<file path="src/rtl/led_arbiter.sv">
// Round-robin time-slice arbiter that shares one 8-LED bank between four requesters.
// The winner owns the bank for at most 2^SLICE_BITS cycles. Every release is followed by one idle cycle.
module led_arbiter #(
  parameter int unsigned SLICE_BITS   = 20,
  parameter logic [7:0]  IDLE_PATTERN = 8'h00
) (
  input  logic        clk,
  input  logic        rstn,
  input  logic [3:0]  req,
  input  logic [31:0] src_data,
  output logic [3:0]  gnt,
  output logic [7:0]  leds,
  output logic        busy,
  output logic        expired
);

  typedef enum logic {S_IDLE, S_GRANT} state_e;

  state_e                state_q;
  logic [1:0]            owner_q;
  logic [1:0]            ptr_q;
  logic [SLICE_BITS-1:0] cnt_q;
  logic [3:0]            gnt_q;
  logic [7:0]            leds_q;

  logic [1:0]            owner_d;
  logic                  grant_d;
  logic [1:0]            idx;
  logic [7:0]            lane_owner;
  logic                  slice_end;

  // First set request bit, searched from ptr upward (mod 4).
  always_comb begin
    owner_d = '0;
    grant_d = 1'b0;
    idx     = '0;
    for (int unsigned i = 0; i < 4; i++) begin
      idx = ptr_q + 2'(i);
      if (!grant_d && req[idx]) begin
        owner_d = idx;
        grant_d = 1'b1;
      end
    end
  end

  assign lane_owner = src_data[{owner_q, 3'b000} +: 8];
  assign slice_end  = (cnt_q == '1);

  // Decoded from the registered count so that an early release on the final cycle suppresses the pulse.
  assign expired = (state_q == S_GRANT) && req[owner_q] && slice_end;
  assign gnt     = gnt_q;
  assign leds    = leds_q;
  assign busy    = |gnt_q;

  always_ff @(posedge clk) begin
    if (!rstn) begin
      state_q <= S_IDLE;
      owner_q <= '0;
      ptr_q   <= '0;
      cnt_q   <= '0;
      gnt_q   <= '0;
      leds_q  <= IDLE_PATTERN;
    end else begin
      case (state_q)
        S_IDLE: begin
          leds_q <= IDLE_PATTERN;
          if (grant_d) begin
            owner_q <= owner_d;
            gnt_q   <= 4'b0001 << owner_d;
            cnt_q   <= '0;
            state_q <= S_GRANT;
          end
        end
        S_GRANT: begin
          leds_q <= lane_owner;
          if (!req[owner_q] || slice_end) begin
            gnt_q   <= '0;
            ptr_q   <= owner_q + 2'd1;
            state_q <= S_IDLE;
          end else begin
            cnt_q <= cnt_q + SLICE_BITS'(1);
          end
        end
        default: state_q <= S_IDLE;
      endcase
    end
  end

endmodule
</file>
<file path="config.mk">
export PLATFORM = sky130hd
export DESIGN_NAME = led_arbiter
export DESIGN_NICKNAME = d
export VERILOG_FILES = /design/src/rtl/led_arbiter.sv
export SDC_FILE = /design/constraint.sdc
export NUM_CORES = 1
export LEC_CHECK = 0
export CAP_MARGIN = 10
export CELL_PAD_IN_SITES_DETAIL_PLACEMENT = 1
export CELL_PAD_IN_SITES_GLOBAL_PLACEMENT = 1
export CORE_AREA = 2 2 74 76
export CTS_CLUSTER_SIZE = 40
export DETAILED_ROUTE_END_ITERATION = 16
export DIE_AREA = 0 0 76 78
export PLACE_DENSITY = 0.81
export SLEW_MARGIN = 20
export SYNTH_ARGS = -nofsm -noshare
export SYNTH_HDL_FRONTEND = slang
export SYNTH_SLANG_ARGS = --single-unit
</file>
<file path="constraint.sdc">
create_clock -name clk -period 2.95 [get_ports clk]
set_input_delay 0.4425 -clock clk [delete_from_list [all_inputs] [get_ports clk]]
set_output_delay 0.4425 -clock clk [all_outputs]
set_load 0.1 [all_outputs]
</file>
==> impl_metrics.yaml <==
clock_network:
  cts_buffers: 5
  cts_tree: "yes"
  clockBufferDepth: 2
  cts_sinks: 37
  cts_root_buf: "clkbuf_8"
  clkTransAtPathRegs_ps: 80
  cts_max_level: 2
  ctsHoldBuffers: 0
  cts_setup_buffers: 0
  cts_resized: 0
  clk_latency_ps: 290
setup_path:
  r2r-start: "cnt_q[0]"
  worstSetupPathType: "register to output port"
  cp-end-kind: "output port"
  path_cells: "ha_1 > nand4_1 > nor2_1 > nand2_1 > nor4b_4 > buf_12"
  cp.arrival_ps: 2190
  cp-startpoint: "cnt_q[0]"
  crit_path_max_incr_delay_ps: 400
  r2r_slack_ps: 590
  crit_family: "simple AND/OR/NAND/NOR gates"
  ff2ff_path_depth: 7
  critical_path_required_ps: 2510
  setup.worst_path.start_class: "register"
  path_max_fanout: 9
  cp_num_buf_inv: 1
  slowest_stage: "nor4b_4"
  r2r-end: "cnt_q[3]"
synthesis:
  synth_area_leaders: "dfxtp_1 (40%), mux4_2 (11%), a21oi_1 (7.5%), and3_1 (4.3%), or3_1 (4.3%)"
  synth-main-ff-cell: "dfxtp_1"
  synth_simple_gate_area_share: 0.2664
  synth_top_area_share: 0.3952
  syn_nets: 248
  synth_fa_ha_area_frac: 0.006676
  synth.yosys.seq_area_share: 0.3952
  synth_xor_area_frac: 0.004673
  synth_top_family_by_area: "simple AND/OR/NAND/NOR gates"
  synth_edf_count: 0
  yosysUniqueCellTypes: 33
  synth_compound_area_frac: 0.1802
  synthMuxAreaShare: 0.1135
  postSynthCellCount: 209
  ys_warn_count: 0
  synth-seq-cells: 37
  synth_commonest_cells: "dfxtp_1 (37), a21oi_1 (28), nand2_1 (14), o21ai_0 (14)"
  synthArstFlopShare: 0
  yosysMostFrequentCell: "dfxtp_1"
  syn-cell-area_sq_um: 1874
  yosysTopAreaCell: "dfxtp_1"
  syn_area_per_cell_sq_um: 8.968
placement:
  place_area_sq_um: 2459
  dp_cells: 325
  gp_routability_congestion: 0.7532
  port_buffers: 51
  place_hpwl_mm: 4.100
worst_hold_path:
  hp-class: "register to register"
  whs_endpoint: "gnt[0]"
  hp-start: "gnt[0]"
  worstHoldPathCells: 2
power:
  sw_frac_of_total: 0.3130
  p_clk_frac: 0.321
  pwr-share-seq: 0.431
  p_total_w: 0.001237
  power_leakage_nw: 0.8993
  ir_worst_vdd_uv: 294.3
  p_int_w: 0.0008497
  power_density_nw_per_um2: 483.1
  switching_power_w: 0.0003871
  combPwrFrac: 0.248
detailed_routing:
  viasPerCell: 5.489
  vias: 1828
  firstDrtPassIters: 4
  drc: 0
  finalWirelength_mm: 5.450
  wl_per_cell_microns: 16.37
  ant_nets: 0
  drtIter0Drc: 98
timing:
  finalSetupViolCount: 0
  clock_skew_ps: 7.225
  slew_headroom: 0.5864
  final-hold-violation-count: 0
  worstMarginPinSlew_ps: 614.7
  whs_ps: 489.2
  rsz0062_at_grt: "false"
  fin_tns_setup_ps: 0
  fmax_mhz: 379.6
  min_period_ps: 2634
  finalCritPeriodShare: 0.8929
  slew_viol_final: 0
floorplan:
  die_area_sq_um: 5928
  ios: 52
  die_h_microns: 78
  rows: 26
  die_x_microns: 76
  initial_core_util: 0.3717
  design.core.area_sq_um: 5042
grt:
  grt_start_max_net_pins: 33
  grt_pass1_wl_mm: 9.032
  gr-usage-all-layers: 0.1907
  overflow: 0
  grt_pass1_vias: 1816
  antenna_found_initial: 0
run:
  maxCapViolCount: 0
layout:
  stdcell_count: 333
  drive_gt1_frac: 0.1483
  antenna_cells: 0
  final.fill_count: 603
  stdcell_area_sq_um: 2560
  area_growth_syn_to_layout_pct: 36.58
  layout.nets: 301
status:
  outcome: "completed"
==> how the worst max path moves through the flow <==
stage / depth (start not counted) / endpoint / slack (ps)
final: 6 / expired / 320
after global routing: 6 / expired / 110
after global placement: 7 / cnt_q[11] / 420
after floorplan: 5 / expired / 360
after detailed placement: 7 / cnt_q[8] / 360
after CTS: 6 / expired / 300
==> routing by layer <==
layer	wire length [microns]	global-route usage	up-vias
met5	0	0	-
met4	162	0.08000	0
met3	130	0.03837	15
met2	2712	0.3339	28
met1	2444	0.2286	872
li1	-	-	913
==> cells in the final DEF, fill, tap and decap left out, types with 6 or more instances in the layout <==
cell type,instances
nor2_1,7
clkdlybuf4s50_1,37
or4_1,9
o31ai_1,6
mux4_2,9
dfxtp_1,37
buf_4,18
or3_1,13
nand2_1,14
and3_1,13
nand4_1,8
a21oi_1,28
nand3_1,12
o21ai_0,14
clkbuf_8,7
==> tightest hold or removal path: stages (launching register included) <==
cell     delay (ps)
dfxtp_1         330
nand3_1          60
a21oi_1          50
==> power groups by stage <==
| stage | clock [W] | combinational, W | sequential [W] |
|---|---|---|---|
| 6_report | 0.000397 | 0.000307 | 0.000533 |
| 5_1_grt | 0.000432 | 0.000325 | 0.000536 |
| 2_1_floorplan | 0 | 0.000132 | 0.000616 |
| 3_3_place_gp | 0 | 0.000303 | 0.000544 |
| 3_5_place_dp | 0 | 0.000307 | 0.000545 |
| 4_1_cts | 0.000407 | 0.000308 | 0.000533 |
==> layout make-up <==
type	count	area [sq um]	area share
Timing Repair Buffer	56	525.5	0.2053
Sequential cell	37	740.7	0.2893
Tap cell	70	87.58	0.03421
Inverter	5	18.77	0.007331
Clock inverter	1	5.005	0.001955
Multi-Input combinational cell	157	1086	0.4242
Clock buffer	7	96.34	0.03763
==> state kept, by name, summed over array words and instances, names as in the netlist <==
| name | count |
|---|---|
| cnt_q | 20 |
| gnt | 4 |
| leds | 8 |
| owner_q | 2 |
| ptr_q | 2 |
| state_q | 1 |
==> kinds of logic (layout without fill, tap and decap cells) <==
| logic type | after synthesis | after routing |
|---|---|---|
| simple gates | 87 | 87 |
| compound gates | 58 | 58 |
| flops | 37 | 37 |
| buf+inv | 15 | 69 |
| mux | 10 | 10 |
| fa+ha+maj | 1 | 1 |
| xor+xnor | 1 | 1 |
==> stage by stage <==
step                      setup WS [ps]  utilization
after floorplan                   357.6            -
after detailed placement          355.0       0.4876
after global routing              105.2       0.5077
after global placement            417.1       0.4876
after CTS                         299.1       0.5077
final                             315.8       0.5077
Note: power is estimated with default switching activity, not from simulation.
